--- src/rtl/cmlk_ddr_wr_sched.sv ---
// Two-channel DDR write scheduler: round-robin burst arbitration into per-channel frame slot rings.
// Optional build macro CMLK_SLOT_OVERWRITE_EN: overwrite the oldest slot instead of blocking when full.
module cmlk_ddr_wr_sched #(
  parameter int unsigned BURST_LEN   = 64,
  parameter int unsigned FRAME_WORDS = 262400,
  parameter int unsigned NUM_SLOTS   = 4,
  parameter logic [31:0] SLOT_STRIDE = 32'h0020_0000,
  parameter logic [31:0] CH0_BASE    = 32'h0000_0000,
  parameter logic [31:0] CH1_BASE    = 32'h0100_0000
) (
  input  logic        clk,
  input  logic        rst_n,
  input  logic [31:0] ch0_rd_data,
  input  logic [31:0] ch1_rd_data,
  input  logic [11:0] ch0_rd_count,
  input  logic [11:0] ch1_rd_count,
  output logic        ch0_rd_en,
  output logic        ch1_rd_en,
  input  logic [1:0]  ch0_frame_type,
  input  logic [1:0]  ch1_frame_type,
  output logic        cmd_valid,
  input  logic        cmd_ready,
  output logic [31:0] cmd_addr,
  output logic [7:0]  cmd_len,
  output logic [31:0] wdata,
  output logic        wvalid,
  input  logic        wready,
  output logic        wlast,
  input  logic [1:0]  slot_release,
  output logic        frame_done,
  output logic        frame_done_ch,
  output logic [2:0]  frame_done_slot,
  output logic [1:0]  frame_done_type,
  output logic [1:0]  slot_overrun
);

  localparam int unsigned OFF_W  = $clog2(FRAME_WORDS + 1);
  localparam int unsigned BEAT_W = (BURST_LEN > 1) ? $clog2(BURST_LEN) : 1;
  localparam logic [11:0]       BL_CNT    = 12'(BURST_LEN);
  localparam logic [BEAT_W-1:0] LAST_BEAT = BEAT_W'(BURST_LEN - 1);
  localparam logic [OFF_W-1:0]  BL_OFF    = OFF_W'(BURST_LEN);
  localparam logic [OFF_W-1:0]  FRAME_END = OFF_W'(FRAME_WORDS);
  localparam logic [2:0]        SLOT_MAX  = 3'(NUM_SLOTS - 1);
  localparam logic [3:0]        USED_MAX  = 4'(NUM_SLOTS);

  typedef enum logic [1:0] {S_IDLE, S_CMD, S_DATA, S_DONE} state_t;
  state_t state_q, state_d;

  logic [1:0][OFF_W-1:0] word_off_q;
  logic [1:0][2:0]       wr_slot_q;
  logic [1:0][3:0]       used_q;
  logic [1:0][1:0]       ftype_q;
  logic [1:0][11:0]      rd_cnt;
  logic [1:0]            elig, slot_ok, used_inc, used_dec;
  logic                  grant_q, grant_d, last_q;
  logic [BEAT_W-1:0]     beat_q, beat_d;
  logic                  beat_acc;
  logic [OFF_W-1:0]      off_next;
  logic [11:0]           g_count;
  logic [31:0]           g_data;

  logic        cmd_valid_q, wlast_q;
  logic [31:0] cmd_addr_q;
  logic [7:0]  cmd_len_q;
  logic        frame_done_q, frame_done_ch_q;
  logic [2:0]  frame_done_slot_q;
  logic [1:0]  frame_done_type_q;

  assign rd_cnt   = {ch1_rd_count, ch0_rd_count};
  assign off_next = word_off_q[grant_q] + BL_OFF;

`ifdef CMLK_SLOT_OVERWRITE_EN
  logic [1:0] overrun_q;
  assign slot_ok      = 2'b11;
  assign slot_overrun = overrun_q;
`else
  assign slot_ok      = {used_q[1] < USED_MAX, used_q[0] < USED_MAX};
  assign slot_overrun = '0;
`endif

  // Slot availability only gates the start of a frame, never a frame in progress.
  always_comb begin
    for (int unsigned c = 0; c < 2; c++) begin
      elig[c]     = (rd_cnt[c] >= BL_CNT) && ((word_off_q[c] != '0) || slot_ok[c]);
      used_inc[c] = (state_q == S_DONE) && (grant_q == 1'(c));
      used_dec[c] = slot_release[c] && (used_q[c] != '0);
    end
    grant_d = (elig == 2'b11) ? ~last_q : elig[1];
  end

  always_ff @(posedge clk) begin
    if (!rst_n) state_q <= S_IDLE;
    else        state_q <= state_d;
  end

  always_comb begin
    state_d = state_q;
    beat_d  = '0;
    case (state_q)
      S_IDLE: if (|elig) state_d = S_CMD;
      S_CMD:  if (cmd_ready) state_d = S_DATA;
      S_DATA: begin
        beat_d = beat_q;
        if (beat_acc) begin
          if (beat_q == LAST_BEAT) begin
            beat_d  = '0;
            state_d = (off_next == FRAME_END) ? S_DONE : S_IDLE;
          end else begin
            beat_d = beat_q + 1'b1;
          end
        end
      end
      S_DONE:  state_d = S_IDLE;
      default: state_d = S_IDLE;
    endcase
  end

  always_comb begin
    g_count   = grant_q ? ch1_rd_count : ch0_rd_count;
    g_data    = grant_q ? ch1_rd_data  : ch0_rd_data;
    wvalid    = (state_q == S_DATA) && (g_count != '0);
    beat_acc  = wvalid && wready;
    ch0_rd_en = beat_acc && !grant_q;
    ch1_rd_en = beat_acc &&  grant_q;
    wdata     = (state_q == S_DATA) ? g_data : '0;
  end

  always_ff @(posedge clk) begin
    if (!rst_n) begin
      word_off_q        <= '0;
      wr_slot_q         <= '0;
      used_q            <= '0;
      ftype_q           <= '0;
      grant_q           <= 1'b0;
      last_q            <= 1'b1;
      beat_q            <= '0;
      cmd_valid_q       <= 1'b0;
      cmd_addr_q        <= '0;
      cmd_len_q         <= '0;
      wlast_q           <= 1'b0;
      frame_done_q      <= 1'b0;
      frame_done_ch_q   <= 1'b0;
      frame_done_slot_q <= '0;
      frame_done_type_q <= '0;
`ifdef CMLK_SLOT_OVERWRITE_EN
      overrun_q         <= '0;
`endif
    end else begin
      frame_done_q <= 1'b0;
      beat_q       <= beat_d;
      wlast_q      <= (state_d == S_DATA) && (beat_d == LAST_BEAT);
      case (state_q)
        S_IDLE: if (|elig) begin
          grant_q     <= grant_d;
          last_q      <= grant_d;
          cmd_valid_q <= 1'b1;
          cmd_len_q   <= 8'(BURST_LEN - 1);
          cmd_addr_q  <= (grant_d ? CH1_BASE : CH0_BASE)
                       + (32'(wr_slot_q[grant_d]) * SLOT_STRIDE)
                       + (32'(word_off_q[grant_d]) << 2);
          if (word_off_q[grant_d] == '0) begin
            ftype_q[grant_d] <= grant_d ? ch1_frame_type : ch0_frame_type;
`ifdef CMLK_SLOT_OVERWRITE_EN
            if (used_q[grant_d] == USED_MAX) overrun_q[grant_d] <= 1'b1;
`endif
          end
        end
        S_CMD: if (cmd_ready) cmd_valid_q <= 1'b0;
        S_DATA: if (beat_acc && (beat_q == LAST_BEAT)) begin
          word_off_q[grant_q] <= (off_next == FRAME_END) ? '0 : off_next;
          if (off_next == FRAME_END) begin
            frame_done_q      <= 1'b1;
            frame_done_ch_q   <= grant_q;
            frame_done_slot_q <= wr_slot_q[grant_q];
            frame_done_type_q <= ftype_q[grant_q];
          end
        end
        S_DONE: wr_slot_q[grant_q] <= (wr_slot_q[grant_q] == SLOT_MAX) ? '0 : wr_slot_q[grant_q] + 1'b1;
        default: ;
      endcase
      // Simultaneous release and completion cancel; completion saturates at a full ring.
      for (int unsigned c = 0; c < 2; c++) begin
        if (used_inc[c] && !used_dec[c] && (used_q[c] != USED_MAX)) used_q[c] <= used_q[c] + 1'b1;
        else if (used_dec[c] && !used_inc[c])                     used_q[c] <= used_q[c] - 1'b1;
      end
    end
  end

  assign cmd_valid       = cmd_valid_q;
  assign cmd_addr        = cmd_addr_q;
  assign cmd_len         = cmd_len_q;
  assign wlast           = wlast_q;
  assign frame_done      = frame_done_q;
  assign frame_done_ch   = frame_done_ch_q;
  assign frame_done_slot = frame_done_slot_q;
  assign frame_done_type = frame_done_type_q;

endmodule

--- config.mk ---
export PLATFORM = sky130hd
export DESIGN_NAME = cmlk_ddr_wr_sched
export DESIGN_NICKNAME = d
export VERILOG_FILES = /design/src/rtl/cmlk_ddr_wr_sched.sv
export SDC_FILE = /design/constraint.sdc
export NUM_CORES = 1
export LEC_CHECK = 0
export BUFFER_PORTS_ARGS = -buffer_cell sky130_fd_sc_hd__buf_2
export CAP_MARGIN = 20
export CORE_ASPECT_RATIO = 1.1
export CORE_MARGIN = 2
export CORE_UTILIZATION = 51
export CTS_CLUSTER_SIZE = 8
export DETAILED_ROUTE_END_ITERATION = 8
export PLACE_DENSITY = 0.77
export SLEW_MARGIN = 30
export SYNTH_ARGS = -nofsm -noshare
export SYNTH_HDL_FRONTEND = slang
export SYNTH_SLANG_ARGS = --single-unit
--- constraint.sdc ---
create_clock -name clk -period 5.5 [get_ports clk]
set_input_delay 0.825 -clock clk [delete_from_list [all_inputs] [get_ports clk]]
set_output_delay 0.825 -clock clk [all_outputs]
set_load 0.005 [all_outputs]
==> reports/qor.csv, run 1 <==
metric,value,unit
core,10900,µm²
ys_types,64,
crit_type,flip-flop to flip-flop,
grtUsageMet1,0.307,
drive_gt1_frac,0.273,
grt_pass1_wl,26.5,mm
synth-main-ff-cell,dfxtp_1,
drc,0,
cts_resized,0,
worst_pin_slew,0.880,ns
routed-via-count,5484,
synth-edff-count,0,
cts_num_sinks,98,
crit_path_end_kind,flip-flop,
leakage,3.05,nW
cp-start-kind,flip-flop,
fin_crit_sh,0.684,
synth_largest_area_cell,dfxtp_1,
synth_warnings,0,
nNetsFinal,917,
drtIter0Drc,270,
fillers,973,
grt_overflow,0,
r2r_cells,10,
slew_violations,0,
hp-class,flip-flop to flip-flop,
cp_cell_sequence,buf_4 > inv_1 > nor2_1 > o21ai_0 > ha_1 > a21o_1 > a21o_1 > nor3_1 > a311oi_1 > a211oi_1,
area_growth,19.8,%
yosysSeqAreaShare,0.348,
dp_hpwl,12.4,mm
grt_max_degree,69,
timing_hold_violations_final,0,
antenna_found_initial,0,
max_freq,0.266,GHz
finalSetupViolations,0,
yosysTopAreaCellShare,0.348,
async_reset_ff_frac,0,
critPathRequiredTime,5.76,ns
critPathTopFamily,buffers and inverters,
netlist_instances,670,
rows,40,
use_met2,0.517,
max-cap-violations,0,
hold_path_depth,2,
viasPerCell,5.71,
crit_buf_inv,2,
finalInstanceArea,6760,µm²
slew-limit-headroom,0.412,
cts_tree,done,
grt_busiest_layer,met2,
ys_ff_latch,98,
die_h,114,µm
cp_slowest_stage_delay,0.65,ns
cp_num_cells,10,
holdWs,0.464,ns
clockBufferDepth,2,
first_pass_iters,5,
multi_input_area,3380,µm²
antenna_cells,0,
use_met3,0.0524,
fin_setup_tns,0,ns
cts_max_level,3,
fp.dieArea,11900,µm²
routedWlPerCell,17.2,µm
rsz0062_at_grt,false,
grt_pass1_vias,5337,
synthTopCellsByArea,"dfxtp_1 35%, mux2i_1 15%, nor2_1 6.1%",
crit_path_frequent_cell,a21o_1,
drtAntennaViolNets,0,
totalWireLength,16.5,mm
status,finished clean,
ios,184,
cts_inserted_buffers,9,
die_x,104,µm
cp_max_fo,55,
hold_buffers,0,
fin_worst_skew,0.00533,ns
peakVddDrop,0.000196,V
synth.avg_cell_area,8.42,µm²
crit_path_top_delay_cell,buf_4,
io_buffers,170,
power_density,406,nW/µm²
synth_area,5640,µm²
arrival,4.02,ns
post-route-min-period,3.76,ns
place_area,6440,µm²
start_util,0.520,
layout.area.seq,1970,µm²
post_cts_buffers,0,
clock_latency,0.35,ns
track_usage,0.276,
cts-root-buf,clkbuf_16,
gp_congestion,0.925,
clk_pin_slew,0.07,ns
cell families after synthesis:
logic type               Yosys count  synth area share
AND/OR/NAND/NOR                  263             0.236
AO/OA/AOI/OAI                    120             0.132
flip-flops                        98             0.348
multiplexers                      93             0.168
buffers and inverters             67            0.0634
XOR/XNOR                          18            0.0279
adder cells (fa/ha/maj)           10            0.0248
other                              1          0.000664
final cells by class:
type | count | area share
Multi-Input combinational cell | 517 | 0.499
Sequential cell | 98 | 0.291
Timing Repair Buffer | 175 | 0.131
Clock buffer | 10 | 0.0354
Tap cell | 147 | 0.0272
Clock inverter | 6 | 0.0113
Inverter | 8 | 0.00444
synth_stat cells (4+ instances only):
master and n:
nor4_1 12, inv_1 8, xnor2_1 14, o22ai_1 6, or2_2 6, buf_1 4
a21oi_1 36, nor2_1 92, nor3_1 19, o21ai_0 36, a21o_1 4, nand2_1 46
or4_1 4, a211oi_1 5, and2_1 15, nand3b_1 6, mux2_2 7, xor2_1 4
buf_2 4, buf_4 21, clkbuf_1 27, mux2i_1 84, ha_1 8, o31ai_1 9
dfxtp_1 98, nand4_1 13, nand3_1 25
worst paths after layout:
path	from	endpoint	slack, ns
max reg2reg	cmd_addr[24]	used_q[7]	1.74
max	cmd_addr[24]	used_q[7]	1.74
min reg2reg	frame_done_slot[0]	frame_done_slot[0]	0.46
min	frame_done_slot[0]	frame_done_slot[0]	0.46
per-stage QoR:
| stage | cells | power (mW) | worst slack, ns | utilization |
|---|---|---|---|---|
| finish | 961 | 2.74 | 1.74 | 0.622 |
| global route | 961 | 2.90 | 1.41 | 0.622 |
| CTS | 961 | 2.75 | 1.77 | 0.622 |
| detailed placement | 945 | 2.08 | 1.80 | 0.593 |
| global placement | 945 | 2.03 | 1.93 | 0.593 |
| floorplan | 682 | 1.79 | 0.983 | - |
routing by layer:
metal / share of wire / vias to the layer above
met3: 0.059 / 35
met4: 0.028 / 0
met2: 0.52 / 224
li1: - / 2642
met1: 0.39 / 2583
met5: 0 / -
flip-flops by register name (all words and copies together) (netlist names), 2 cells and up:
signal / flops
frame_done_type: 2
wr_slot_q: 6
state_q: 2
cmd_addr: 23
frame_done_slot: 3
beat_q: 6
used_q: 8
ftype_q: 4
word_off_q: 38
power by group:
group          leakage, nW  switching [mW]  internal [mW]  total (mW)
registers            0.797           0.123          0.831       0.955
logic                 2.09           0.615          0.504        1.12
clock network        0.156           0.295          0.375       0.670
total                 3.05            1.03           1.71        2.74
cell usage in the layout (no fill, tap or decap), types with 3 or more instances in the layout:
cell and count:
o31ai_1 9, ha_1 8, nor3_1 19, and2_1 15, xnor2_1 14, buf_4 5, nor2_1 92, nand2_1 46
conb_1 13, dfxtp_1 97, a21oi_1 36, nand4_1 13, or4_4 3, inv_1 8, inv_6 4, o21ai_0 36
and4_1 3, mux2i_1 84, nor4_1 12, nand3_1 25, nand3b_1 6, a21o_1 4, or2_2 6, buf_2 170
xor2_1 4, mux2_2 7, or4_1 4, o22ai_1 6, a211oi_1 5, and3_1 3, clkbuf_16 9
worst min-delay path: stages, from the launching register on:
cell and delay (ns):
dfxtp_1 0.31, nand2_1 0.05, mux2i_1 0.05
(Power assumes the default switching activity.)
==> run 2, diff against run 1 <==
Settings changed: CORE_UTILIZATION 51 to 46, PLACE_DENSITY 0.77 to 0.73.
Clock period 5.5 ns to 3.4 ns, I/O delays scaled along.
==> reports/qor.csv, run 2 (synthesis results as in run 1) <==
metric,value,unit,change
regToRegStartpoint,cmd_addr[24],,
rows,42,,+5.0%
drc,0,,unchanged
die_h,120,µm,+5.1%
timing_hold_violations_final,0,,unchanged
core,12000,µm²,+10%
fin_worst_skew,0.0121,ns,+0.00682 ns
crit_path_top_delay_cell,or4_4,,
clock_latency,0.35,ns,about the same
slew_violations,0,,unchanged
grt_pass1_vias,5265,,-1.3%
crit_path_end_kind,flip-flop,,
hold_path_end,ftype_q[2],,
post_cts_buffers,0,,unchanged
clockBufferDepth,2,,unchanged
crit_buf_inv,1,,-1
rrSetupSlack,0.14,ns,-1.59 ns
power,4.50,mW,+64%
hp-class,input pin to flip-flop,,
crit_type,flip-flop to flip-flop,,
leakage,3.16,nW,+3.5%
viasPerCell,5.46,,-4.3%
power_density,646,nW/µm²,+59%
max-cap-violations,0,,unchanged
area_growth,23.3,%,
mostFrequentLayoutCell,buf_2,,
drtAntennaViolNets,0,,unchanged
critPathTopFamily,simple AND/OR/NAND/NOR gates,,
cp_cell_sequence,mux2_2 > ha_4 > xnor2_1 > o211ai_1 > or4_4 > or4_4 > nor4_4 > buf_4 > mux2i_1,,
ios,184,,unchanged
arrival,3.54,ns,-0.48 ns
cts-root-buf,clkbuf_16,,
cp_max_fo,15,,-73%
r2r-end,frame_done_type[1],,
largest_reg_flops,38,,unchanged
final_cell_mix,"170 x buf_2, 97 x dfxtp_1, 92 x nor2_1, 84 x mux2i_1, 45 x nand2_1",,
grt_overflow,0,,unchanged
r2r_cells,9,,-1
cts_resized,0,,unchanged
antenna_cells,0,,unchanged
cts_max_level,3,,unchanged
cts_inserted_buffers,9,,unchanged
gp_congestion,0.913,,-1.4%
first_pass_iters,5,,unchanged
worst_pin_slew,0.653,ns,-0.227 ns
totalWireLength,15.4,mm,-6.9%
peakVddDrop,0.000290,V,+48%
die_x,110,µm,+5.1%
grt_max_degree,68,,-1.4%
slew-limit-headroom,0.564,,+0.153
routed-via-count,5387,,-1.8%
grt_pass1_wl,24.3,mm,-8.4%
critPathRequiredTime,3.68,ns,-2.08 ns
cp-start-kind,flip-flop,,
cts_tree,done,,
fin_crit_sh,0.958,,+0.274
finalSetupViolations,0,,unchanged
clk_pin_slew,0.07,ns,about the same
crit_path_frequent_cell,or4_4,,
rsz0062_at_grt,false,,
nNetsFinal,935,,+2.0%
hold_path_depth,3,,+1
max_freq,0.307,GHz,+16%
routedWlPerCell,15.6,µm,-9.3%
status,finished clean,,
hp-start,ch1_frame_type[0],,
track_usage,0.234,,-0.0412
start_util,0.471,,-0.0486
io_buffers,170,,unchanged
post-route-min-period,3.26,ns,-0.505 ns
dp_hpwl,11.5,mm,-7.0%
regMostFlops,word_off_q,,
cp_slowest_stage_delay,0.50,ns,-0.15 ns
drive_gt1_frac,0.291,,+0.0181
fin_setup_tns,0,ns,unchanged
fp.dieArea,13200,µm²,+10%
hold_buffers,0,,unchanged
antenna_found_initial,0,,unchanged
cts_num_sinks,98,,unchanged
drtIter0Drc,256,,-5.2%
[run 2: how the worst max path moves through the flow]
stage	from	to	slack (ns)	cells after the start
3_3_place_gp	cmd_addr[24]	frame_done_slot[0]	0.28	10
3_5_place_dp	cmd_addr[24]	frame_done_ch	0.19	9
5_1_grt	cmd_addr[24]	frame_done_type[1]	0.03	9
4_1_cts	cmd_addr[24]	frame_done_type[1]	0.14	9
6_report	cmd_addr[24]	frame_done_type[1]	0.14	9
2_1_floorplan	cmd_addr[24]	frame_done_slot[2]	-0.28	13
[run 2: metrics by stage]
stage          area (µm²)  std cells  setup WS, ns   util  hold slack [ns]
6_report             6960        986         0.141  0.581            0.398
5_1_grt              6960        986        0.0335  0.581            0.432
4_1_cts              6960        986         0.143  0.581            0.399
3_5_place_dp         6630        970         0.189  0.553            0.452
3_3_place_gp         6610        969         0.278  0.552            0.450
2_1_floorplan        5760        682        -0.283      -            0.438
[run 2: layout make-up]
cell class / count / area, µm²
clock buffers: 11 / 264
clock inverters: 5 / 66.3
fillers: 1113 / 5020
inverters: 8 / 30.0
multi-input cells: 517 / 3410
flip-flops and latches: 98 / 1970
well taps: 154 / 193
repair buffers: 193 / 1030
[run 2: power breakdown]
part,internal (mW),switching (mW)
clock network,0.644,0.464
logic,0.859,1.01
registers,1.35,0.173
[run 2: metal layers]
layer,track usage,share of wire,up-vias
met5,0,0,-
met4,0.0949,0.022,0
met3,0.0447,0.062,28
met2,0.426,0.52,191
met1,0.264,0.40,2479
li1,-,-,2689
[run 2: worst register-to-register path: stages, from the launching register on]
cell      delay, ns
dfxtp_4        0.45
mux2_2         0.40
ha_4           0.19
xnor2_1        0.21
o211ai_1       0.14
or4_4          0.50
or4_4          0.46
nor4_4         0.40
buf_4          0.23
mux2i_1        0.19
==> run 3, diff against run 2 <==
Settings changed: BUFFER_PORTS_ARGS -buffer_cell sky130_fd_sc_hd__buf_2 to -buffer_cell sky130_fd_sc_hd__buf_4.
==> reports/qor.csv, run 3 (synthesis results as in run 1) <==
metric,value,unit,change
grt_pass1_vias,5380,,+2.2%
totalWireLength,16.3,mm,+5.9%
leakage,3.20,nW,+1.4%
core,12000,µm²,unchanged
first_pass_iters,6,,+1
power_density,616,nW/µm²,-4.7%
fp.dieArea,13200,µm²,unchanged
drive_gt1_frac,0.287,,-0.00343
viasPerCell,5.61,,+2.7%
hold_buffers,0,,unchanged
fin_ws,0.241,ns,+0.0999 ns
fin_crit_sh,0.929,,-0.0294
die_x,110,µm,unchanged
slew-limit-headroom,0.584,,+0.0193
ios,184,,unchanged
antenna_cells,0,,unchanged
drtAntennaViolNets,0,,unchanged
grt_max_degree,69,,+1.5%
clock_latency,0.34,ns,about the same
cts_num_sinks,98,,unchanged
antenna_found_initial,0,,unchanged
slew_violations,0,,unchanged
cts_tree,done,,
clockBufferDepth,2,,unchanged
p_switching,1.68,mW,+1.8%
holdWs,0.411,ns,+0.0134 ns
drc,0,,unchanged
timing_hold_violations_final,0,,unchanged
rrSetupSlack,0.24,ns,+0.10 ns
cts_resized,0,,unchanged
start_util,0.471,,unchanged
area_growth,29.4,%,
crit_type,flip-flop to flip-flop,,
mostFrequentLayoutCell,buf_4,,
cp_max_fo,11,,-4
regToRegStartpoint,cmd_addr[24],,
die_h,120,µm,unchanged
fin_setup_tns,0,ns,unchanged
arrival,3.43,ns,-0.11 ns
dp_slack,0.181,ns,-0.00844 ns
hp-class,input pin to flip-flop,,
post_cts_buffers,0,,unchanged
internal-power,2.82,mW,-0.88%
switching_share,0.372,,+0.00616
placed_cells,964,,-0.62%
track_usage,0.250,,+0.0157
max-cap-violations,0,,unchanged
nNetsFinal,931,,-0.43%
clkPwrFrac,0.219,,-0.027
rsz0062_at_grt,false,,
drtIter0Drc,246,,-3.9%
dp_hpwl,12.5,mm,+8.8%
place_area,7000,µm²,+5.6%
gp_congestion,0.910,,-0.32%
cts_max_level,3,,unchanged
r2r-end,frame_done_slot[0],,
routedWlPerCell,16.6,µm,+6.3%
status,finished clean,,
grt_pass1_wl,25.9,mm,+6.5%
cts-root-buf,clkbuf_16,,
post-route-min-period,3.16,ns,-0.0999 ns
max_freq,0.317,GHz,+3.2%
crit_end,frame_done_slot[0],,
rows,42,,unchanged
largest_reg_flops,38,,unchanged
grt_overflow,0,,unchanged
cts_inserted_buffers,9,,unchanged
fin_cells,982,,-0.41%
clk_pin_slew,0.07,ns,about the same
fin_worst_skew,0.0113,ns,-0.000879 ns
finalSetupViolations,0,,unchanged
finalInstanceArea,7300,µm²,+5.0%
cp-start-kind,flip-flop,,
worst_pin_slew,0.624,ns,-0.0282 ns
seq_power_share,0.342,,+0.004
power,4.50,mW,about the same
regMostFlops,word_off_q,,
critPathRequiredTime,3.67,ns,about the same
power_frac_comb,0.439,,+0.023
crit_path_start,cmd_addr[24],,
r2r_cells,9,,unchanged
routed-via-count,5509,,+2.3%
final_cell_mix,"188 x buf_4, 97 x dfxtp_1, 92 x nor2_1, 84 x mux2i_1, 45 x nand2_1",,
crit_path_end_kind,flip-flop,,
utilization,0.610,,+0.0289
peakVddDrop,0.000350,V,+21%
io_buffers,170,,unchanged
[run 3: how the worst min path moves through the flow]
stage | slack [ns] | startpoint | depth (start not counted) | end
floorplan | 0.44 | ftype_q[2] | 2 | ftype_q[2]
global placement | 0.45 | wr_slot_q[2] | 1 | wr_slot_q[2]
detailed placement | 0.45 | frame_done_type[0] | 2 | frame_done_type[0]
CTS | 0.41 | ch0_frame_type[1] | 3 | ftype_q[1]
global route | 0.42 | ch1_frame_type[1] | 3 | ftype_q[3]
finish | 0.41 | ch0_frame_type[1] | 3 | ftype_q[1]
[run 3: layer usage]
metal / track usage / vias up / wire length (µm)
met3: 0.0437 / 31 / 877
met2: 0.453 / 199 / 8660
met4: 0.0941 / 0 / 354
met5: 0 / - / 0
li1: - / 2674 / -
met1: 0.289 / 2605 / 6370
[run 3: cell type report]
type / count / area, µm²
Fill cell: 1058 / 4680
Multi-Input combinational cell: 517 / 3410
Sequential cell: 98 / 1970
Timing Repair Buffer: 189 / 1430
Clock buffer: 9 / 225
Tap cell: 154 / 193
Clock inverter: 7 / 56.3
Inverter: 8 / 30.0
[run 3: critical path, cell delays in order (launching register included)]
cell and delay [ns]:
dfxtp_4 0.42, mux2_2 0.39, ha_4 0.19, xnor2_1 0.21, o211ai_1 0.15, or4_4 0.50, or4_4 0.47, nor4_4 0.34
buf_4 0.22, mux2i_1 0.18
[run 3: power groups by stage]
| stage | Sequential (mW) | Combinational (mW) | Clock, mW |
|---|---|---|---|
| 3_3_place_gp | 1.56 | 1.87 | 0 |
| 2_1_floorplan | 1.50 | 1.45 | 0 |
| 3_5_place_dp | 1.58 | 1.93 | 0 |
| 5_1_grt | 1.57 | 2.16 | 1.05 |
| 4_1_cts | 1.55 | 1.93 | 0.997 |
| 6_report | 1.54 | 1.98 | 0.985 |
